`src/rtl/reg_user_seq.sv`:
```
// User-sequence register for the memory game: appends key digits into successive
// slots, supports backspace and soft clear, and flags completion against the round length.
module reg_user_seq #(
   parameter  int DIGIT_W = 4,
   parameter  int DEPTH   = 16,
   localparam int CW      = $clog2(DEPTH + 1),
   localparam int SEQ_W   = DIGIT_W * DEPTH
) (
   input  logic               clk,
   input  logic               R,
   input  logic               E,
   input  logic               del,
   input  logic               clr,
   input  logic [DIGIT_W-1:0] digit,
   input  logic [CW-1:0]      len,
   output logic [SEQ_W-1:0]   q,
   output logic [CW-1:0]      count,
   output logic               empty,
   output logic               full,
   output logic               done,
   output logic               ovf
);

   localparam int IW = (DEPTH > 1) ? $clog2(DEPTH) : 1;

   logic [DEPTH-1:0][DIGIT_W-1:0] r_q;
   logic [CW-1:0]                 r_count;
   logic                          r_ovf;

   logic [DEPTH-1:0][DIGIT_W-1:0] w_q_nxt;
   logic [CW-1:0]                 w_count_nxt;
   logic                          w_ovf_nxt;
   logic [CW-1:0]                 w_last;
   logic [IW-1:0]                 w_wr_idx;
   logic [IW-1:0]                 w_del_idx;
   logic [CW-1:0]                 w_eff_len;
   logic                          w_empty;
   logic                          w_full;

   // Slot indices: next free slot for append, last written slot for backspace.
   assign w_last    = r_count - CW'(1);
   assign w_wr_idx  = r_count[IW-1:0];
   assign w_del_idx = w_last[IW-1:0];

   assign w_empty   = (r_count == '0);
   assign w_full    = (r_count == CW'(DEPTH));
   assign w_eff_len = (len > CW'(DEPTH)) ? CW'(DEPTH) : len;

   // NOTE: every value written here gets a default first, so no path leaves it unassigned and no latch is inferred.
   always_comb begin
      w_q_nxt     = r_q;
      w_count_nxt = r_count;
      w_ovf_nxt   = 1'b0;
      if (clr) begin
         w_q_nxt     = '0;
         w_count_nxt = '0;
      end else if (E) begin
         if (w_full) begin
            w_ovf_nxt = 1'b1;
         end else begin
            w_q_nxt[w_wr_idx] = digit;
            w_count_nxt       = r_count + CW'(1);
         end
      end else if (del && !w_empty) begin
         // Vacated slot is zeroed so unused slots always read 0.
         w_q_nxt[w_del_idx] = '0;
         w_count_nxt        = w_last;
      end
   end

   // NOTE: state registers use non-blocking assignments so all of them update together on the edge.
   always_ff @(posedge clk) begin
      if (R) begin
         r_q     <= '0;
         r_count <= '0;
         r_ovf   <= 1'b0;
      end else begin
         r_q     <= w_q_nxt;
         r_count <= w_count_nxt;
         r_ovf   <= w_ovf_nxt;
      end
   end

   assign q     = r_q;
   assign count = r_count;
   assign empty = w_empty;
   assign full  = w_full;
   assign done  = (r_count == w_eff_len) && (w_eff_len != '0);
   assign ovf   = r_ovf;

endmodule

```
`config.mk`:
```
export PLATFORM = sky130hd
export DESIGN_NAME = reg_user_seq
export DESIGN_NICKNAME = d
export VERILOG_FILES = /design/src/rtl/reg_user_seq.sv
export SDC_FILE = /design/constraint.sdc
export NUM_CORES = 1
export LEC_CHECK = 0
export CAP_MARGIN = 20
export CORE_ASPECT_RATIO = 1.4
export CORE_MARGIN = 2
export CORE_UTILIZATION = 49
export DETAILED_ROUTE_END_ITERATION = 8
export GPL_TIMING_DRIVEN = 0
export HOLD_SLACK_MARGIN = 0.15
export MAX_ROUTING_LAYER = met4
export PLACE_DENSITY = 0.9
export SETUP_SLACK_MARGIN = 0.05
export SYNTH_ARGS = -nofsm -noshare
export SYNTH_HDL_FRONTEND = slang
export SYNTH_SLANG_ARGS = --single-unit
```
`constraint.sdc`:
```
create_clock -name clk -period 2.76 [get_ports clk]
set_clock_uncertainty 0.05 [all_clocks]
set_input_delay 0.828 -clock clk [delete_from_list [all_inputs] [get_ports clk]]
set_output_delay 0.828 -clock clk [all_outputs]
set_load 0.02 [all_outputs]
```
==> results of run 1 <==
## repair_timing
action	4_1_cts	5_1_grt
resized for setup	57	14
endpoints found under the setup margin	40	30
gates cloned	0	0
pin swaps	6	2
setup buffers	4	6
## metal layers
metal / vias to the layer above / routed length, microns / GRT usage (%)
met5: - / 0 / -
met4: 0 / 572 / 18.1
met3: 48 / 592 / 3.45
met2: 161 / 6140 / 53.7
met1: 1833 / 4720 / 33.3
li1: 1802 / - / -
## path summary, 6_finish.rpt
path                                           end  slack (ns)  cells after the start
worst max-delay path                          done        0.07                      6
worst min-delay path             q[0]$_SDFFE_PP0P_        0.41                      2
worst max register to register  q[57]$_SDFFE_PP0P_        0.41                      9
worst min register to register   q[0]$_SDFFE_PP0P_        0.41                      2
## flip-flops by register name, summed over array words and instances (netlist names)
name / cells
q: 64
count: 5
ovf: 1
## layout by cell type, fill, tap and decap left out, types with 4 or more instances in the layout
cell type	instances
buf_2	8
nor2_1	29
a211oi_1	26
nor2b_1	7
o21ai_0	30
clkbuf_8	11
nor4_1	4
a311oi_1	4
a22oi_1	4
and3_1	18
ha_1	7
clkdlybuf4s50_1	75
dfxtp_1	66
and2_1	5
mux2i_1	5
inv_1	4
clkbuf_1	21
buf_6	4
a22o_1	8
nor3_1	10
nand2_1	39
o21ai_1	6
dfxtp_4	4
buf_4	10
a21oi_1	49
nand3_1	6
a32oi_1	6
## worst max-delay path: stages
cell,delay [ns]
buf_2,0.12
xor2_2,0.17
a2111oi_2,0.20
o2111ai_1,0.16
o41ai_1,0.09
buf_2,0.23
## cell usage after synthesis, drive strengths merged, types with 7 or more instances
master	instances
dfxtp	70
a21oi	49
nand2	39
o21ai	36
nor2	29
a211oi	26
clkbuf	22
and3	20
buf	11
nor3	11
a22o	8
ha	8
inv	8
nor2b	7
## area by class of cell
cell class | count | area, sq um | share of cell area, %
clock buffers | 13 | 159 | 3.27
inverters | 8 | 50.0 | 1.03
clock inverters | 3 | 42.5 | 0.877
multi-input cells | 319 | 2010 | 41.4
flip-flops and latches | 70 | 1420 | 29.2
well taps | 95 | 119 | 2.45
repair buffers | 93 | 886 | 18.3
plain buffers | 31 | 170 | 3.51
## stage by stage
step	area [sq um]	setup slack [ns]	hold slack, ns	cells
after global routing	4850	0.0379	0.437	632
after CTS	4810	-0.0469	0.410	628
final	4850	0.0729	0.411	632
after detailed placement	4510	-0.863	0.400	608
after global placement	4510	-0.791	0.400	608
after floorplan	3560	0.115	0.477	430
## logic make-up after synthesis
logic type | count (synthesis) | share of synthesized area, %
DFF | 70 | 39.5
xor gates and xnor gates | 6 | 1.48
muxes | 7 | 2.04
AOI/OAI and AO/OA | 155 | 28.3
adders and majority gates | 8 | 2.82
buffers and inverters | 41 | 4.97
and+or+nand+nor | 143 | 20.9
## where the power goes
part | internal, W | switching, W
sequential | 0.00102 | 0.0000155
combinational | 0.000163 | 0.000271
clock | 0.000466 | 0.000383
total | 0.00165 | 0.000669
==> metrics.md, run 1 <==
| Metric | Value |
|---|---|
| Pin count of the biggest net entering global routing | 12 |
| Fin crit period | 2.69 ns |
| CP required | roughly 1.9 ns |
| Hold_sp | q[0]$_SDFFE_PP0P_ |
| Final period util | between 90% and 100% |
| Setup TNS Final | 0 ns |
| Drt first-iter violations | 251 |
| Pins over their slew limit | 0 |
| All-Layer GR Usage | 30.6% |
| Synthesized cell area | between 3000 and 4000 sq um |
| # Max-Cap Violations | 0 |
| CTS Buffer Depth | 2 |
| Post-DP HPWL | 8820 microns |
| Worst slew pin tran | approximately 0.86 ns |
| Fmax | 0.372 GHz |
| Yosys cell types | between 50 and 60 |
| Hold buffer count at cts | 0 |
| Reg clk slew, reported paths | around 0.070 ns |
| Leading area contributor after synthesis | dfxtp_1 |
| Post-synth EDFFs | 0 |
| Critical R2R Launch | count[0]$_SDFFE_PP0P_ |
| Pleak | 1.78 nW |
| Clk sinks | 70 |
| Full die area | 7960 sq um |
| DRC errors left | 0 |
| Avg Inst Size Synth | 8.26 sq um |
| CTS H-tree lvls | 3 |
| Fillcell total | 577 |
| CP max FO | 2 |
| Die Width | 76.0 microns |
| Antenna Diode Count | 0 |
| Clock Latency Late Sink | 0.35 ns |
| Peak VDD IR | 419 uV |
| Core Region | 6980 sq um |
| PD cells | 477 nW/um^2 |
| CTS tree | done |
| Rows | 36 |
| Top FF cell, synth | dfxtp_1 |
| Critical path startpoint category | input port |
| Synth-to-layout area growth | 36.6% |
| Final setup vio count | 0 |
| Post-layout nets | 554 |
| I/O Buffers | slightly above 80 |
| Max_slew headroom | 42.0% |
| Worst path arrival time | 1.81 ns |
| Ys Warns | 0 |
| Number of global-route vias before repair | 3685 |
| Final RePlAce weighted congestion | 0.946 |
| I/O Pins | a little under 90 |
| Post-layout util | 69.5% |
| Via count | 3844 |
| Synthesized flop and latch total | 70 |
| Post-synth top area share | between 30% and 40% |
| Die height | 105 microns |
| Post-synthesis cell count | 430 |
| Status | complete, no violations |
| Sequential cell area fraction in the yosys report | a little under 40% |
| Unrepaired setup endpoints after global routing | yes |
| Initial antenna violation count | 0 |
| Initial core utilization | 50.9% |
| WL final | 12000 microns |
| Avg WL per Cell | 19.0 microns |
| Worst min path class | reg -> reg |
| Crit path capture type | primary output |
| Post-Syn Nets | 452 |
| 1st-pass router iterations | 5 |
| Critical Path Source | len[3] |
| Cts bufs inserted | 9 |
| First-pass GRT wire length | 18900 microns |
| Total power | 0.00232 W |
| Top cells by area, synth | dfxtp_1, a21oi_1, a211oi_1 |
| Remaining Overflow, GRT | 0 |
| Endpoints failing hold | 0 |
| Setup Crit Path Kind | in -> out |
| Antenna Violating Nets Remaining | 0 |
| Fraction of layout cells with a size suffix above 1 | 13.4% |
| Clock Tree Root | clkbuf_8 |
| Async set or reset register ratio after synthesis | 0% |
| Number of vias per cell | between 6 and 7 |
No activity file was read; power rests on OpenSTA's default activity.
==> inputs of run 2 (changes only) <==
CORE_MARGIN = not set   (was 2)
HOLD_SLACK_MARGIN = not set   (was 0.15)
PLACE_DENSITY = 0.78   (was 0.9)
==> metrics.md, run 2 (synthesized netlist as in run 1, its figures left out) <==
| Metric | Value |
|---|---|
| Peak VDD IR | 467 uV |
| Worst slew pin tran | 0.908 ns |
| 1st-pass router iterations | 5 |
| Final RePlAce weighted congestion | 1.02 |
| Avg WL per Cell | around 19 microns |
| Drt first-iter violations | 260 |
| Final setup vio count | 0 |
| Post-layout util | 70.3% |
| Number of global-route vias before repair | 3532 |
| CTS Buffer Depth | 2 |
| Rows | 36 |
| Clock Latency Late Sink | 0.34 ns |
| Sequential cell fraction of total power | 43.1% |
| Post-DP HPWL | 8680 microns |
| Fin crit period | 2.75 ns |
| Most common cell after layout, fill and taps aside | clkdlybuf4s50_1 |
| Post-layout nets | 560 |
| CP peak stage delay | 0.41 ns |
| Die Width | ~74 microns |
| WL final | 11900 microns |
| PD cells | a little under 500 nW/um^2 |
| Crit path capture type | primary output |
| Clk sinks | 70 |
| # Max-Cap Violations | 0 |
| Unrepaired setup endpoints after global routing | yes |
| Antenna Diode Count | 0 |
| Final period util | 99.5% |
| Most frequent cells in the layout | clkdlybuf4s50_1, dfxtp_1, a21oi_1 |
| Cell count along the critical path | 6 |
| Psw | 0.000692 W |
| Critical path startpoint category | input port |
| I/O Buffers | 83 |
| CP max FO | 1 |
| Clock share of power | 38.4% |
| Worst R2R End | q[29]$_SDFFE_PP0P_ |
| CP Buf/Inv Count | 2 |
| All-Layer GR Usage | 32.9% |
| Worst min path class | reg -> reg |
| Hold worst-path end | q[5]$_SDFFE_PP0P_ |
| Remaining Overflow, GRT | 0 |
| Setup TNS Final | 0 ns |
| Pleak | 1.82 nW |
| Switching Fraction | 29.0% |
| Hold_sp | q[5]$_SDFFE_PP0P_ |
| Worst path arrival time | 1.87 ns |
| Fmax | 0.364 GHz |
| Fraction of layout cells with a size suffix above 1 | 14.2% |
| CTS H-tree lvls | 3 |
| Core Region | 6980 sq um |
| Die height | slightly above 100 microns |
| Setup Crit Path Kind | in -> out |
| R2R setup slack | 0.28 ns |
| Clock Tree Root | clkbuf_8 |
| Cell Int Power | 0.00169 W |
| Pin count of the biggest net entering global routing | 16 |
| DRC errors left | 0 |
| Synth-to-layout area growth | 38.1% |
| Initial core utilization | between 50 and 60% |
| Status | complete, no violations |
| Combinational power share | between 10% and 20% |
| Critical R2R Launch | count[0]$_SDFFE_PP0P_ |
| I/O Pins | a little under 90 |
| Reg clk slew, reported paths | 0.08 ns |
| Worst R2R Path Depth | 8 |
| Fillcell total | 583 |
| Antenna Violating Nets Remaining | 0 |
| First-pass GRT wire length | ~18000 microns |
| Max_slew headroom | 38.7% |
| Pins over their slew limit | 0 |
| CP Cell Sequence | clkdlybuf4s50_1 -> xor2_1 -> nor2_1 -> o2111ai_1 -> o41ai_1 -> buf_2 |
| Hold buffer count at cts | 0 |
| CTS tree | done |
| Via count | 3785 |
| Cts bufs inserted | 9 |
| Number of flip-flops in the largest register | 64 |
| CP max-delay cell | clkdlybuf4s50_1 |
| Full die area | 7600 sq um |
| CP required | 1.88 ns |
| CP delay by family, top | buffers and inverters |
| Initial antenna violation count | 0 |
| Number of vias per cell | 5.93 |
| Endpoints failing hold | 0 |
| Hold depth | 2 |
[run 2: per-layer routing]
layer / share of wire (%) / routed length [microns] / track usage, % / up-vias
li1: - / - / - / 1813
met4: 2.9 / 346 / 13.3 / 0
met5: 0 / 0 / - / -
met3: 4.4 / 528 / 4.20 / 28
met2: 52 / 6170 / 56.4 / 128
met1: 41 / 4900 / 38.4 / 1816
[run 2: layout make-up]
class / instances / area [sq um] / share of cell area (%)
Multi-Input combinational cell: 319 / 2010 / 40.9
Clock buffer: 10 / 128 / 2.60
Tap cell: 95 / 119 / 2.42
Sequential cell: 70 / 1420 / 28.9
Buffer: 31 / 166 / 3.39
Inverter: 8 / 46.3 / 0.944
Clock inverter: 6 / 86.3 / 1.76
Timing Repair Buffer: 99 / 935 / 19.1
[run 2: what timing repair did]
action                                  4_1_cts  5_1_grt
setup buffers                                 7        9
pin swaps                                     3        3
gates resized for setup                      45       12
endpoints found under the setup margin       36       19
[run 2: through the flow]
step | total power, W | hold WS [ns] | cells | instance area (sq um) | setup slack (ns)
detailed placement | 0.00144 | 0.402 | 608 | 4510 | -0.862
global route | 0.00246 | 0.429 | 638 | 4900 | -0.0463
global placement | 0.00144 | 0.397 | 608 | 4510 | -0.790
CTS | 0.00236 | 0.413 | 630 | 4830 | -0.0119
finish | 0.00238 | 0.410 | 638 | 4900 | 0.0145
floorplan | 0.00130 | 0.477 | 430 | 3560 | 0.115
[run 2: power groups by stage]
stage	combinational (W)	sequential (W)	clock (W)
5_1_grt	0.000472	0.00103	0.000955
3_5_place_dp	0.000388	0.00105	0
2_1_floorplan	0.000245	0.00106	0
3_3_place_gp	0.000384	0.00105	0
6_report	0.000441	0.00103	0.000915
4_1_cts	0.000417	0.00103	0.000910
[run 2: worst max path at each step]
stage	start	endpoint	slack, ns
CTS	len[0]	done	-0.01
floorplan	count[0]$_SDFFE_PP0P_	empty	0.12
finish	len[0]	done	0.01
detailed placement	len[3]	done	-0.86
global route	len[0]	done	-0.05
global placement	len[3]	done	-0.79
[run 2: tightest hold or removal path, delay by kind of cell (launching register included)]
kind,cells,cell delay [ns]
simple gates,1,0.05
flops,1,0.32
compound gates,1,0.05
==> inputs of run 3 (changes only) <==
CORE_ASPECT_RATIO = 0.5   (was 1.4)
==> metrics.md, run 3 (synthesized netlist as in run 1, its figures left out) <==
| Metric | Value |
|---|---|
| Die Width | between 100 and 150 microns |
| 1st-pass router iterations | 5 |
| Inst Count DP | 605 |
| Peak VDD IR | 377 uV |
| I/O Buffers | 83 |
| M1 WL | 5390 microns |
| All-Layer GR Usage | a little under a third |
| Met3 WL | 1150 microns |
| Status | complete, no violations |
| Reg clk slew, reported paths | 0.06 ns |
| CP peak stage delay | 0.41 ns |
| CP Cell Sequence | buf_8 -> clkinvlp_4 -> a2111oi_4 -> o2111ai_1 -> o41ai_1 -> buf_2 |
| Number of global-route vias before repair | 3439 |
| Number of flip-flops in the largest register | 64 |
| Pleak | about 1.8 nW |
| Core Region | 6830 sq um |
| Worst setup margin | roughly 0.023 ns |
| I/O Pins | 87 |
| # Max-Cap Violations | 0 |
| CP max FO | 10 |
| Crit path capture type | primary output |
| Worst path arrival time | 1.86 ns |
| Antenna Diode Count | 0 |
| Met2 WL post-DR | between 4000 and 5000 microns |
| Setup TNS Final | 0 ns |
| WL final | 11300 microns |
| Critical path startpoint category | register |
| Max_slew headroom | 46.0% |
| Fraction of layout cells with a size suffix above 1 | 13.1% |
| Most frequent cells in the layout | clkdlybuf4s50_1, dfxtp_1, a21oi_1 |
| Via count | 3809 |
| Hold WS | 0.406 ns |
| Drt first-iter violations | ~360 |
| Unrepaired setup endpoints after global routing | yes |
| Clk sinks | 70 |
| Final Non-Filler Cells | roughly 630 |
| Most common cell after layout, fill and taps aside | clkdlybuf4s50_1 |
| Synth-to-layout area growth | 40.1% |
| Post-DP HPWL | 7880 microns |
| Die height | 62.2 microns |
| CTS tree | done |
| Pin count of the biggest net entering global routing | 14 |
| Final setup vio count | 0 |
| Avg WL per Cell | approximately 18 microns |
| Initial core utilization | roughly half |
| Final RePlAce weighted congestion | 0.977 |
| Cts bufs inserted | 9 |
| Full die area | approximately 7600 sq um |
| Finished Cell Area | 4980 sq um |
| Initial antenna violation count | 0 |
| Placed Area | 4500 sq um |
| Rows | 21 |
| Setup Crit Path Kind | reg -> out |
| Fmax | 0.365 GHz |
| Post-layout nets | 553 |
| CTS H-tree lvls | 3 |
| Setup WS pre-CTS | -0.815 ns |
| Worst slew pin tran | 0.802 ns |
| Pins over their slew limit | 0 |
| DRC errors left | 0 |
| Fin crit period | 2.74 ns |
| Remaining Overflow, GRT | 0 |
| Antenna Violating Nets Remaining | 0 |
| Top Metal Used | met4 |
| Clock Latency Late Sink | about 0.34 ns |
| Worst min path class | reg -> reg |
| Number of vias per cell | 6.07 |
| CP required | 1.88 ns |
| CP max-delay cell | dfxtp_4 |
| Endpoints failing hold | 0 |
| First-pass GRT wire length | ~18000 microns |
| Clock Tree Root | clkbuf_16 |
| Final period util | 99.2% |
| CTS Buffer Depth | 2 |
| PD cells | 546 nW/um^2 |
## run 3: worst paths after layout
check                        start                 end  slack [ns]  cells past startpoint
max          count[2]$_SDFFE_PP0P_                done        0.02                      6
min              q[4]$_SDFFE_PP0P_   q[4]$_SDFFE_PP0P_        0.41                      2
max reg2reg  count[0]$_SDFFE_PP0P_  q[54]$_SDFFE_PP0P_        0.30                      6
min reg2reg      q[4]$_SDFFE_PP0P_   q[4]$_SDFFE_PP0P_        0.41                      2
## run 3: power breakdown
group          total, W  internal (W)  leakage, nW  switching, W
Sequential      0.00103       0.00102        0.567    0.00000903
Combinational  0.000426      0.000153         1.12      0.000273
Clock           0.00126      0.000799        0.154      0.000464
Total           0.00272       0.00197         1.84      0.000746
## run 3: cell type report
cell class	count	area [sq um]
Clock inverter	6	93.8
Clock buffer	10	229
Inverter	8	42.5
Multi-Input combinational cell	319	2020
Timing Repair Buffer	92	890
Tap cell	92	115
Fill cell	567	1850
Buffer	31	166
Sequential cell	70	1420
## run 3: timing repair
action                                  4_1_cts  5_1_grt
hold buffers                                  0        0
endpoints found under the setup margin       43       16
hold endpoints to repair                      0        0
setup buffers                                 5        4
pin swaps                                     4        3
gates resized for setup                      34       21
## run 3: metrics by stage
stage | power, W | utilization, %
floorplan | 0.00130 | -
global placement | 0.00143 | 65.9
detailed placement | 0.00143 | 65.9
CTS | 0.00270 | 71.6
global route | 0.00282 | 72.9
finish | 0.00272 | 72.9
## run 3: worst max-delay path, delay by kind of cell, from the launching register on
kind / cells / cell delay [ns]
buffers and inverters: 3 / 0.52
AO/OA/AOI/OAI: 3 / 0.60
flip-flops: 1 / 0.41
## run 3: routing by layer
| layer | global-route usage (%) | vias up |
|---|---|---|
| li1 | - | 1803 |
| met1 | 43.2 | 1815 |
| met2 | 44.2 | 176 |
| met3 | 10.8 | 15 |
| met4 | 8.84 | 0 |
| met5 | - | - |
